$ cat src/rtl/uart_tx_port.sv
// Memory-mapped 8N1 UART transmitter that responds on the NBBPU data bus.
// The CPU queues bytes in a small TX FIFO and polls STATUS; the bit period comes from DIVISOR.
module uart_tx_port #(
    parameter logic [15:0] BASE_ADDRESS    = 16'hFF00,
    parameter int unsigned FIFO_DEPTH      = 4,
    parameter logic [15:0] DEFAULT_DIVISOR = 16'd434
) (
    input  logic        clock,
    input  logic        reset,
    input  logic        select,
    input  logic        read_enable,
    input  logic        write_enable,
    input  logic [15:0] address,
    input  logic [15:0] write_data,
    output logic [15:0] read_data,
    output logic        tx
);

    localparam int unsigned PW = $clog2(FIFO_DEPTH);
    localparam int unsigned CW = PW + 1;

    typedef enum logic [1:0] {
        ST_IDLE  = 2'd0,
        ST_START = 2'd1,
        ST_DATA  = 2'd2,
        ST_STOP  = 2'd3
    } state_e;

    state_e          state_q, state_d;
    logic [7:0]      shift_q, shift_d;
    logic [2:0]      bit_idx_q, bit_idx_d;
    logic [15:0]     timer_q, timer_d;
    logic [15:0]     bp_q, bp_d;
    logic            tx_q, tx_d;
    logic [7:0]      fifo_q [FIFO_DEPTH];
    logic [7:0]      fifo_d [FIFO_DEPTH];
    logic [PW-1:0]   wr_ptr_q, wr_ptr_d;
    logic [PW-1:0]   rd_ptr_q, rd_ptr_d;
    logic [CW-1:0]   count_q, count_d;
    logic            overflow_q, overflow_d;
    logic [15:0]     divisor_q, divisor_d;
    logic [15:0]     read_data_q, read_data_d;

    logic            hit, wr_hit, rd_hit;
    logic [1:0]      offset;
    logic            full, empty, busy;
    logic            pop, push_req, push, drop;
    logic [15:0]     bp_next;
    logic [15:0]     status;

    // Bus decode, FIFO bookkeeping, transmitter FSM and register read mux.
    always_comb begin
        hit      = select && (address[15:2] == BASE_ADDRESS[15:2]);
        wr_hit   = hit && write_enable;
        rd_hit   = hit && read_enable;
        offset   = address[1:0];
        full     = (count_q == CW'(FIFO_DEPTH));
        empty    = (count_q == {CW{1'b0}});
        busy     = (state_q != ST_IDLE) || !empty;
        bp_next  = (divisor_q == 16'd0) ? 16'd1 : divisor_q;

        state_d   = state_q;
        shift_d   = shift_q;
        bit_idx_d = bit_idx_q;
        timer_d   = timer_q;
        bp_d      = bp_q;
        pop       = 1'b0;

        case (state_q)
            ST_IDLE: begin
                pop = !empty;
            end
            ST_START: begin
                if (timer_q == 16'd0) begin
                    state_d   = ST_DATA;
                    timer_d   = bp_q - 16'd1;
                    bit_idx_d = 3'd0;
                end else begin
                    timer_d = timer_q - 16'd1;
                end
            end
            ST_DATA: begin
                if (timer_q == 16'd0) begin
                    shift_d = {1'b0, shift_q[7:1]};
                    timer_d = bp_q - 16'd1;
                    if (bit_idx_q == 3'd7) begin
                        state_d = ST_STOP;
                    end else begin
                        bit_idx_d = bit_idx_q + 3'd1;
                    end
                end else begin
                    timer_d = timer_q - 16'd1;
                end
            end
            ST_STOP: begin
                if (timer_q == 16'd0) begin
                    if (!empty) begin
                        pop = 1'b1;
                    end else begin
                        state_d = ST_IDLE;
                    end
                end else begin
                    timer_d = timer_q - 16'd1;
                end
            end
            default: begin
                state_d = ST_IDLE;
            end
        endcase

        // A pop always starts a fresh frame; the bit period is latched here so DIVISOR writes wait.
        if (pop) begin
            state_d   = ST_START;
            shift_d   = fifo_q[rd_ptr_q];
            bp_d      = bp_next;
            timer_d   = bp_next - 16'd1;
            bit_idx_d = 3'd0;
        end else begin
            bp_d = bp_q;
        end

        case (state_q)
            ST_IDLE:  tx_d = 1'b1;
            ST_START: tx_d = 1'b0;
            ST_DATA:  tx_d = shift_q[0];
            ST_STOP:  tx_d = 1'b1;
            default:  tx_d = 1'b1;
        endcase

        push_req = wr_hit && (offset == 2'd0);
        push     = push_req && (!full || pop);
        drop     = push_req && !push;

        fifo_d = fifo_q;
        if (push) begin
            fifo_d[wr_ptr_q] = write_data[7:0];
        end else begin
            fifo_d = fifo_q;
        end
        wr_ptr_d = push ? (wr_ptr_q + PW'(1)) : wr_ptr_q;
        rd_ptr_d = pop  ? (rd_ptr_q + PW'(1)) : rd_ptr_q;

        case ({push, pop})
            2'b10:   count_d = count_q + CW'(1);
            2'b01:   count_d = count_q - CW'(1);
            default: count_d = count_q;
        endcase

        if (drop) begin
            overflow_d = 1'b1;
        end else if (wr_hit && (offset == 2'd1) && write_data[3]) begin
            overflow_d = 1'b0;
        end else begin
            overflow_d = overflow_q;
        end

        divisor_d = (wr_hit && (offset == 2'd2)) ? write_data : divisor_q;

        status = {7'd0, 5'(count_q), overflow_q, empty, full, busy};

        if (rd_hit) begin
            case (offset)
                2'd1:    read_data_d = status;
                2'd2:    read_data_d = divisor_q;
                default: read_data_d = 16'd0;
            endcase
        end else begin
            read_data_d = 16'd0;
        end
    end

    // State registers; reset overrides any bus access in the same cycle.
    always_ff @(posedge clock) begin
        if (reset) begin
            state_q     <= ST_IDLE;
            shift_q     <= 8'd0;
            bit_idx_q   <= 3'd0;
            timer_q     <= 16'd0;
            bp_q        <= 16'd0;
            tx_q        <= 1'b1;
            fifo_q      <= '{default: 8'd0};
            wr_ptr_q    <= {PW{1'b0}};
            rd_ptr_q    <= {PW{1'b0}};
            count_q     <= {CW{1'b0}};
            overflow_q  <= 1'b0;
            divisor_q   <= DEFAULT_DIVISOR;
            read_data_q <= 16'd0;
        end else begin
            state_q     <= state_d;
            shift_q     <= shift_d;
            bit_idx_q   <= bit_idx_d;
            timer_q     <= timer_d;
            bp_q        <= bp_d;
            tx_q        <= tx_d;
            fifo_q      <= fifo_d;
            wr_ptr_q    <= wr_ptr_d;
            rd_ptr_q    <= rd_ptr_d;
            count_q     <= count_d;
            overflow_q  <= overflow_d;
            divisor_q   <= divisor_d;
            read_data_q <= read_data_d;
        end
    end

    assign read_data = read_data_q;
    assign tx        = tx_q;

endmodule

$ cat config.mk
export PLATFORM = sky130hd
export DESIGN_NAME = uart_tx_port
export DESIGN_NICKNAME = d
export VERILOG_FILES = /design/src/rtl/uart_tx_port.sv
export SDC_FILE = /design/constraint.sdc
export NUM_CORES = 1
export LEC_CHECK = 0
export ABC_AREA = 1
export CAP_MARGIN = 20
export CORE_ASPECT_RATIO = 0.8
export CORE_UTILIZATION = 41
export DETAILED_ROUTE_END_ITERATION = 8
export HOLD_SLACK_MARGIN = 0.02
export PLACE_DENSITY = 0.6
export SLEW_MARGIN = 20
export SYNTH_ARGS = -nofsm -noshare
export SYNTH_HDL_FRONTEND = slang
export SYNTH_SLANG_ARGS = --single-unit
$ cat constraint.sdc
create_clock -name clock -period 2.56 [get_ports clock]
set_clock_uncertainty 0.15 [all_clocks]
set_input_delay 0.512 -clock clock [delete_from_list [all_inputs] [get_ports clock]]
set_output_delay 0.512 -clock clock [all_outputs]
set_load 0.01 [all_outputs]
==> key figures, run 1 <==
Status
  • Outcome: complete, no violations

Power and ir drop
  • Pleak: between 3 and 4 nW
  • Pwr per Cell Area: ~1000 mW/mm2
  • Total power draw: 8.03 mW
  • Peak VDD IR: approximately 0.47 mV

Finish
  • Ant. Diodes: 0
  • Core Util, Final: 53.2%
  • Area of the multi-input gates: roughly 0.0035 mm2
  • Post-Layout Cell Count: 1271
  • FF/Latch Area: 0.00236 mm2
  • # fillers: 1496
  • Final nets: between 1000 and 1500
  • Layout cell share with drive strength beyond 1: a little over a tenth
  • Synth-to-Final Area Change: 25.2%
  • Design area: 0.00807 mm2

Synthesis
  • Complex-gate fraction of the synthesized area: 14.8%
  • Mux cell area share after synthesis: 0%
  • Synth top area share: 36.7%
  • Post-synth ARST share: 0%
  • Synth Net Count: ~1000
  • Most used DFF post-synth: dfxtp_1
  • Yosys top cell by area: dfxtp_1
  • Yosys warnings: 0
  • Post-Synth XOR/XNOR Area: 3.26%
  • Mapped Area: ~0.0064 mm2
  • Main area contributors after synthesis: dfxtp_1, nand2_1, nor2_1, inv_1, a21oi_1
  • Synth Area in Adders: 4.00%
  • Seq/Total Area, Yosys: a little over a third
  • Cells after synthesis: about 960
  • Synth cell types: 39
  • Largest family of logic cells by synthesized area: simple AND/OR/NAND/NOR gates
  • #FFs+latches synth: 118
  • Syn Area/Cell: 6.73 um2
  • Simple-Gate Fraction of Synth Area: between 30% and 40%
  • Post-synth EDFFs: 0

STA
  • Max Fclk: 0.414 GHz
  • RSZ-0062 raised after global routing: true
  • Hold_ws: 0.311 ns
  • Max_slew headroom: ~55%
  • Fin crit period: 2.41 ns
  • Setup TNS: 0 ns
  • Final critical-path setup slack: around 0.15 ns
  • Period utilisation layout: 94.3%
  • Max Slew Vio Count: 0
  • Setup violations, final: 0
  • Fin. Hold Viols: 0
  • Slew @ Worst Pin: 0.675 ns

Clocking
  • TritonCTS clock tree: yes
  • Total CTS buffers: 17
  • CTS Buffer Depth: 2
  • Insertion delay to the later sink of the worst-skew pair: 0.42 ns
  • Max H-tree Level: 4
  • Clock sink count: 118
  • CTS clock-pin slew for the worst setup and hold paths: around 0.060 ns
  • Hold_buf cts: 0
  • Root buffer cell: clkbuf_16

Global routing
  • Met2 Track Usage GR: ~37%
  • GRT met1 Usage: a little under a third
  • Largest net degree at the start of global routing: 60
  • GRT Util Overall: approximately a quarter
  • Total congestion overflow: 0
  • Met3 Track Usage GR: 5.10%
  • First-pass GRT wire length: 29400 um
  • Busiest grt layer: met2
  • Vias in the first global route: 5913
  • Initial antenna violation count: 0

Drt
  • DR iter-0 viols: between 300 and 400
  • DRT Pass-1 Iters: 5
  • Post-route ant nets: 0
  • Post-DR vias/cell: roughly 4.9
  • # DRC: 0
  • DR WL/cell: 13.8 um
  • Routed vias: 6198
  • Total Wirelength: 17500 um

Hold path
  • Hold crit path type: flip-flop to flip-flop
  • Hold Crit Start: overflow_q
  • Worst hold path stage count: 2
  • Worst Hold End: read_data[3]

Die
  • Floorplan row count: 40
  • Core Area: 0.0152 mm2
  • # IOs: 54
  • Chip width: ~140 um
  • Die Ht: 114 um
  • Die ar.: 0.0162 mm2
  • Initial core utilization: 42.5%

Placed design
  • RePlAce Congestion: 0.819
  • Post-detail-place hpwl: 12600 um
  • Placed insts: 1239
  • Port Buffer Count: between 50 and 60
  • Placed instance area: 0.00747 mm2
  • Pre-CTS WS: -0.273 ns

Job
  • Max-Cap Viols: 0

Worst setup path
  • Flop-to-flop setup slack: around 0.15 ns
  • Crit-path max FO: 3
  • CP Class: flip-flop to flip-flop
  • Reg2reg start: timer_q[12]
  • Endpoint class of the critical path: flip-flop
  • Worst Path Required: 2.72 ns
  • Startpoint types: flip-flop
  • R2r endpoint: count_q[2]
  • Arr. time, crit path: 2.57 ns
  • Worst R2R Path Depth: 12
layout by cell type, fill, tap and decap left out, types with 21 or more instances in the layout:
master | Yosys | layout
a21oi_1 | 73 | 73
buf_4 | 5 | 52
clkdlybuf4s50_1 | 0 | 53
dfxtp_1 | 118 | 118
inv_1 | 111 | 110
nand2_1 | 207 | 207
nand3_1 | 50 | 49
nor2_1 | 158 | 155
o21ai_0 | 60 | 58
xor2_1 | 21 | 21
flip-flops by register name (all words and copies together), names as in the netlist, 3 cells and up:
name and flops:
timer_q 16, bp_q 16, count_q 3, divisor_q 16
fifo_q 32, bit_idx_q 3, read_data 16, shift_q 8
layout make-up:
class / instances / share of cell area (%)
Multi-Input combinational cell: 689 / 43.2
Sequential cell: 118 / 29.3
Timing Repair Buffer: 107 / 11.9
Inverter: 116 / 5.40
Clock buffer: 18 / 5.32
Tap cell: 210 / 3.26
Clock inverter: 13 / 1.66
critical path, cell delays in order, from the launching register on:
cell and delay [ns]:
dfxtp_1 0.32, nor2_1 0.20, nand2_1 0.14, nor2_4 0.15, nand3_4 0.12, a21boi_4 0.23
ha_2 0.19, inv_1 0.06, fa_2 0.34, a21oi_1 0.14, o21ai_1 0.10, o21ai_1 0.12
a21oi_1 0.04
logic make-up (layout without fill, tap and decap cells):
| kind of cell | after synthesis | after routing |
|---|---|---|
| XOR/XNOR | 24 | 24 |
| flip-flops | 118 | 118 |
| AO/OA/AOI/OAI | 175 | 175 |
| buffers and inverters | 151 | 254 |
| adder cells (fa/ha/maj) | 20 | 20 |
| AND/OR/NAND/NOR | 470 | 470 |
synthesized netlist by cell type, types with 4 or more instances:
cell type    n
o211ai_1     4
a31oi_1      6
nand2_1    207
ha_1        19
inv_1      111
nor2_4       4
xor2_1      21
buf_6        4
dfxtp_1    118
nor3_1      17
nor2_1     158
o21ai_1     14
clkbuf_1    20
a21oi_1     73
nand4_1     16
buf_2        6
nand3_4      5
buf_4        5
o21ai_0     60
nand3_1     50
a211oi_1    10
worst max path at each step:
stage,slack (ns),cells past startpoint,startpoint,endpoint
3_3_place_gp,-0.23,15,address[6],count_q[2]
2_1_floorplan,0.007,12,state_q[0],count_q[2]
6_report,0.15,12,timer_q[12],count_q[2]
4_1_cts,0.06,11,state_q[0],count_q[2]
5_1_grt,-0.04,13,timer_q[1],count_q[2]
3_5_place_dp,-0.27,15,address[5],count_q[2]
power breakdown:
| group | leakage, nW | switching [mW] | internal [mW] |
|---|---|---|---|
| Combinational | 2.35 | 2.19 | 1.31 |
| Clock | 0.272 | 0.871 | 1.42 |
| Sequential | 0.957 | 0.180 | 2.06 |
repair_timing:
action | CTS | global route
buffers inserted | 0 | 1
hold endpoints to repair | 0 | 0
resized for setup | 0 | 10
endpoints found under the setup margin | 0 | 4
routing by layer:
metal  up-vias  wire length [um]
li1       3261                 -
met1      2788              8690
met2       131              7720
met3        18               887
met4         0               199
met5         -                 0
No activity file was read; power rests on OpenSTA's default activity.
==> run 2, diff against run 1 <==
--- a/config.mk
+++ b/config.mk
@@ -6,7 +6,7 @@
 export NUM_CORES = 1
 export LEC_CHECK = 0
 export ABC_AREA = 1
-export CAP_MARGIN = 20
+export CAP_MARGIN = 15
 export CORE_ASPECT_RATIO = 0.8
 export CORE_UTILIZATION = 41
 export DETAILED_ROUTE_END_ITERATION = 8
==> results of run 2 <==
No change in the layout: final DEF, timing and power equal those of run 1.
==> RTL change 1 (config.mk and constraints of run 1) <==
`FIFO_DEPTH`: 4 -> 8.
--- a/src/rtl/uart_tx_port.sv
+++ b/src/rtl/uart_tx_port.sv
@@ -2,7 +2,7 @@
 // The CPU queues bytes in a small TX FIFO and polls STATUS; the bit period comes from DIVISOR.
 module uart_tx_port #(
     parameter logic [15:0] BASE_ADDRESS    = 16'hFF00,
-    parameter int unsigned FIFO_DEPTH      = 4,
+    parameter int unsigned FIFO_DEPTH      = 8,
     parameter logic [15:0] DEFAULT_DIVISOR = 16'd434
 ) (
     input  logic        clock,
Formal check against the unedited RTL: not equivalent (a bounded check fails within 10 cycles, from zero or initial values and one cycle with reset high).
==> RTL change 1 against run 1 <==
  * Area after synthesis up 27%
  * Routed wire length up 43%
  * Critical endpoint is now count_q[3]
  * Global-route usage up 1.6 points
  * Cell count up 22%
  * Combinational power up 37%
  * Utilization down 0.63 points
  * Worst setup slack worse by 0.061 ns
  * Sequential cell count up 35
  * Critical path type unchanged
  * Power up 29%
  * Final area up 25%
  * Die area up 27%
==> RTL change 1: results (changes against run 1) <==
| Metric | Value |
|---|---|
| Worst R2R Setup Slack | 0.08 ns (was 0.15 ns) |
| Met3 WL | 1890 µm (was 887 µm) |
| Sequential area share after synthesis | 37.4% (was 36.7%) |
| GP Congestion | 0.938 (was 0.819) |
| Data arrival, critical path | 2.65 ns (was 2.57 ns) |
| Main synth FF type | dfxtp_1 (unchanged) |
| Synth area leaders | dfxtp_1, nand2_1, a21oi_1 (was dfxtp_1, nand2_1, nor2_1) |
| Syn Nets | 1,256 (was 1,015) |
| Largest net degree at the start of global routing | 82 (was 60) |
| Leak Pwr | 4.02 nW (was 3.58 nW) |
| DP Area | 9380 µm² (was 7470 µm²) |
| First-pass GRT wire length | 40,700 µm (was 29,400 µm) |
| Sw power | 4.44 mW (was 3.25 mW) |
| M1 WL | 12,900 µm (was 8690 µm) |
| Vias in the first global route | 7,687 (was 5,913) |
| DRT iter0 DRCs | 788 (was 371) |
| Met2 wire length | 9940 µm (was 7720 µm) |
| Fin Hold WS | 0.311 ns (about the same) |
| Critical Path Fanout Max | 5 (was 3) |
| Top post-synthesis cells by count | nand2_1, dfxtp_1, nor2_1 (was nand2_1, nor2_1, dfxtp_1) |
| Share of cells above drive strength 1 | 12.3% (was 10.7%) |
| WHS Endpoint | fifo_q[25] (was read_data[3]) |
| Worst Hold Launch | fifo_q[25] (was overflow_q) |
| Rel. slew slack | 37.4% (was 55.0%) |
| Largest register FFs | 64 (was 32) |
| Status | finished, final reports clean (unchanged) |
| Post-Place Worst Slack | -0.302 ns (was -0.273 ns) |
| DR pass1 iterations | 6 (was 5) |
| Worst r2r dst | count_q[3] (was count_q[2]) |
| R2r worst-path depth | 19 (was 12) |
| Synth cell types | 33 (was 39) |
| Final HPWL DP | 17,500 µm (was 12,600 µm) |
| Clock latency at the later pin of the worst-skew pair | 0.44 ns (was 0.42 ns) |
-- RTL change 1: final cells by class --
class,instances,area [µm²],share of cell area [%]
Inverter,101,379,3.75
Clock inverter,15,179,1.77
Tap cell,258,323,3.19
Sequential cell,153,3070,30.3
Timing Repair Buffer,133,1200,11.9
Clock buffer,17,425,4.20
Multi-Input combinational cell,877,4550,44.9
-- RTL change 1: through the flow --
stage	TNS [ns]	cells
after floorplan	-0.342	1199
after global placement	-0.921	1516
after detailed placement	-1.46	1516
after CTS	0	1549
after global routing	-0.149	1554
final	0	1554
-- RTL change 1: worst max path at each step --
stage / start / end / slack, ns
final: timer_q[1] / count_q[3] / 0.08
after global routing: timer_q[1] / count_q[3] / -0.09
after CTS: timer_q[0] / count_q[2] / 0.006
after detailed placement: address[4] / count_q[3] / -0.30
after global placement: address[4] / count_q[3] / -0.25
after floorplan: timer_q[0] / count_q[2] / -0.12
-- RTL change 1: power by group through the flow --
stage | registers [mW] | clock network, mW | logic [mW]
floorplan | 2.94 | 0 | 3.24
global placement | 2.98 | 0 | 4.44
detailed placement | 2.99 | 0 | 4.46
CTS | 2.94 | 2.66 | 4.51
global route | 2.99 | 2.78 | 5.38
finish | 2.95 | 2.63 | 4.79
-- RTL change 1: cells by family after synthesis --
logic type      count (synthesis)  synth area share, %
simple gates                  593                 32.4
compound gates                236                 15.4
buf+inv                       169                 8.78
flops                         153                 37.4
xor+xnor                       28                 2.99
fa+ha+maj                      20                 3.05
-- RTL change 1: worst max-delay path: stages (launching register included) --
cell,delay [ns]
dfxtp_2,0.33
inv_2,0.07
ha_4,0.14
inv_2,0.04
nor2_4,0.09
nand3_2,0.08
nor2_4,0.11
nand3_2,0.10
nand2_4,0.12
nand2_8,0.08
nand2_8,0.08
nand2_4,0.06
buf_4,0.14
ha_1,0.23
o21ai_2,0.08
nand2_2,0.09
a21oi_2,0.13
o21ai_2,0.07
o21ai_1,0.12
a21oi_1,0.05
-- RTL change 1: what timing repair did --
item | in CTS | in global routing
setup endpoints to repair | 2 | 72
resized for setup | 1 | 26
endpoints found under the hold margin | 0 | 0
pin swaps | 1 | 13
buffers inserted | 1 | 5
-- RTL change 1: routing by layer --
metal	vias to the layer above	GRT usage, %
li1	4209	-
met1	3852	38.4
met2	267	34.9
met3	25	5.67
met4	0	6.05
met5	-	0
==> RTL change 2 (config.mk and constraints of run 1) <==
Without the edit above. `bp_q` no longer has a reset.
--- a/src/rtl/uart_tx_port.sv
+++ b/src/rtl/uart_tx_port.sv
@@ -176,7 +176,6 @@
             shift_q     <= 8'd0;
             bit_idx_q   <= 3'd0;
             timer_q     <= 16'd0;
-            bp_q        <= 16'd0;
             tx_q        <= 1'b1;
             fifo_q      <= '{default: 8'd0};
             wr_ptr_q    <= {PW{1'b0}};
@@ -190,7 +189,6 @@
             shift_q     <= shift_d;
             bit_idx_q   <= bit_idx_d;
             timer_q     <= timer_d;
-            bp_q        <= bp_d;
             tx_q        <= tx_d;
             fifo_q      <= fifo_d;
             wr_ptr_q    <= wr_ptr_d;
@@ -202,6 +200,10 @@
         end
     end
 
+    always_ff @(posedge clock) begin
+        bp_q <= bp_d;
+    end
+
     assign read_data = read_data_q;
     assign tx        = tx_q;
 
Function: same outputs for any inputs over 10 cycles, from zero or initial values and one cycle with reset high; that may be too few to reach the edited logic, so the function may still have changed.
==> RTL change 2 against run 1 <==
  * Sequential cell count stayed put
  * Worst setup slack worse by 0.027 ns
  * Sequential power fell by 2%
  * Power up 2.2%
  * Critical path type unchanged
  * Synthesized cell count increased by 2.4%
  * Via count fell by 0.47%
  * Largest cell class unchanged
  * Routed wire length about the same
  * Area after synthesis rose by 3.0%
  * Final area up 2.6%
==> RTL change 2: results (changes against run 1) <==
| Metric | Value |
|---|---|
| Status | finished, final reports clean (unchanged) |
| Post-synthesis mux area share | 0.151% (was 0%) |
| Share of cells above drive strength 1 | 12.1% (was 10.7%) |
| Via Count | 6,169 (was 6,198) |
| Rel. slew slack | 63.4% (was 55.0%) |
| Crit-path max cell delay | 0.43 ns (was 0.34 ns) |
| Via-to-Cell Ratio | 4.80 (was 4.88) |
| Filler cell count | 1,589 (was 1,496) |
| DRT iter0 DRCs | 352 (was 371) |
| Largest register FFs | 32 (unchanged) |
| Synth cell types | 36 (was 39) |
| Syn Nets | 1,038 (was 1,015) |
| GP Congestion | 0.890 (was 0.819) |
| Top post-synthesis cells by count | nand2_1, nor2_1, inv_1 (was nand2_1, nor2_1, dfxtp_1) |
| Nets | 1,115 (was 1,106) |
| Post-synth ARST share | 0% (unchanged) |
| XOR/XNOR share of the synthesized area | 2.24% (was 3.26%) |
| Sequential area share after synthesis | 38.0% (was 36.7%) |
| Antenna diode instance count | 0 (unchanged) |
| Adder-Cell Fraction of Synth Area | 3.88% (was 4.00%) |
| WL/cell | 13.6 µm (was 13.8 µm) |
| Worst hold path depth | 2 (unchanged) |
| Largest net degree at the start of global routing | 43 (was 60) |
| First-pass GRT wire length | 28,500 µm (was 29,400 µm) |
| Synth area leaders | dfxtp_1, nand2_1, nor2_1 (unchanged) |
| Final HPWL DP | 12,800 µm (was 12,600 µm) |
| Compound-Gate Fraction of Synth Area | 10.6% (was 14.8%) |
| Top reg by flops | fifo_q (unchanged) |
| GRT Overall Usage | 22.4% (was 23.5%) |
| Hold crit path type | reg2reg (unchanged) |
| Dpl cells | 1,250 (was 1,239) |
| PortBufs | 53 (unchanged) |
| Data arrival, critical path | 2.65 ns (was 2.57 ns) |
| Mapped Cells | 981 (was 958) |
| Post-synth EDFFs | 16 (was 0) |
| Post-Place Worst Slack | -0.232 ns (was -0.273 ns) |
| CTS H-tree lvls | 4 (unchanged) |
| Vias in the first global route | 5,593 (was 5,913) |
| Leak Pwr | 3.73 nW (was 3.58 nW) |
| Clock Tree Buf Depth | 2 (unchanged) |
| Worst VDD drop | 0.524 mV (was 0.469 mV) |
| Critical Path Fanout Max | 5 (was 3) |
| R2r worst-path depth | 17 (was 12) |
| DP Area | 7620 µm² (was 7470 µm²) |
| Delay-heaviest family, CP | simple AND/OR/NAND/NOR gates (was compound AO/OA/AOI/OAI gates) |
| Clock-pin slew on the worst setup and hold paths | 0.06 ns (about the same) |
| DR pass1 iterations | 4 (was 5) |
| CP max-delay cell | fa_2 (unchanged) |
| Root buffer cell | clkbuf_16 (unchanged) |
| Num CTS Buffers | 17 (unchanged) |
==> RTL change 2: final timing paths <==
| path | slack (ns) | start | end |
|---|---|---|---|
| max | 0.12 | timer_q[0] | count_q[1] |
| min | 0.32 | shift_q[4] | shift_q[4] |
| max reg2reg | 0.12 | timer_q[0] | count_q[1] |
| min reg2reg | 0.32 | shift_q[4] | shift_q[4] |
==> RTL change 2: power by group <==
| group | switching, mW | leakage [nW] | internal, mW | total (mW) |
|---|---|---|---|---|
| Combinational | 2.30 | 2.48 | 1.38 | 3.68 |
| Clock | 0.913 | 0.291 | 1.41 | 2.33 |
| Sequential | 0.160 | 0.955 | 2.04 | 2.20 |
| Total | 3.37 | 3.73 | 4.84 | 8.21 |
==> RTL change 2: area by class of cell <==
class                           instances  area share, %
Multi-Input combinational cell        690           41.9
Sequential cell                       118           30.5
Timing Repair Buffer                  104           11.5
Clock buffer                           21           6.07
Inverter                              127           5.82
Tap cell                              215           3.25
Clock inverter                         11           1.03
==> RTL change 2: per-layer routing <==
layer	GRT usage, %	share of wire (%)
met3	5.54	5.8
met2	31.4	41
met1	33.9	52
met4	5.19	0.93
met5	0	0
==> RTL change 2: cells by family (layout without fill, tap and decap cells) <==
group | after synthesis | count (layout)
and+or+nand+nor | 521 | 521
buffers and inverters | 173 | 263
AOI/OAI and AO/OA | 131 | 131
DFF | 118 | 118
adders and majority gates | 20 | 20
xor gates and xnor gates | 17 | 17
muxes | 1 | 1
==> RTL change 2: metrics by stage <==
stage	util, %	TNS (ns)
floorplan	-	0
global placement	48.2	-0.323
detailed placement	48.2	-0.440
CTS	52.0	0
global route	52.4	-0.0443
finish	52.4	0
==> RTL change 2: repair_timing <==
action                                  4_1_cts  5_1_grt
hold buffers                                  0        0
resized for setup                             0       14
endpoints found under the setup margin        0        9
setup buffers                                 0        4
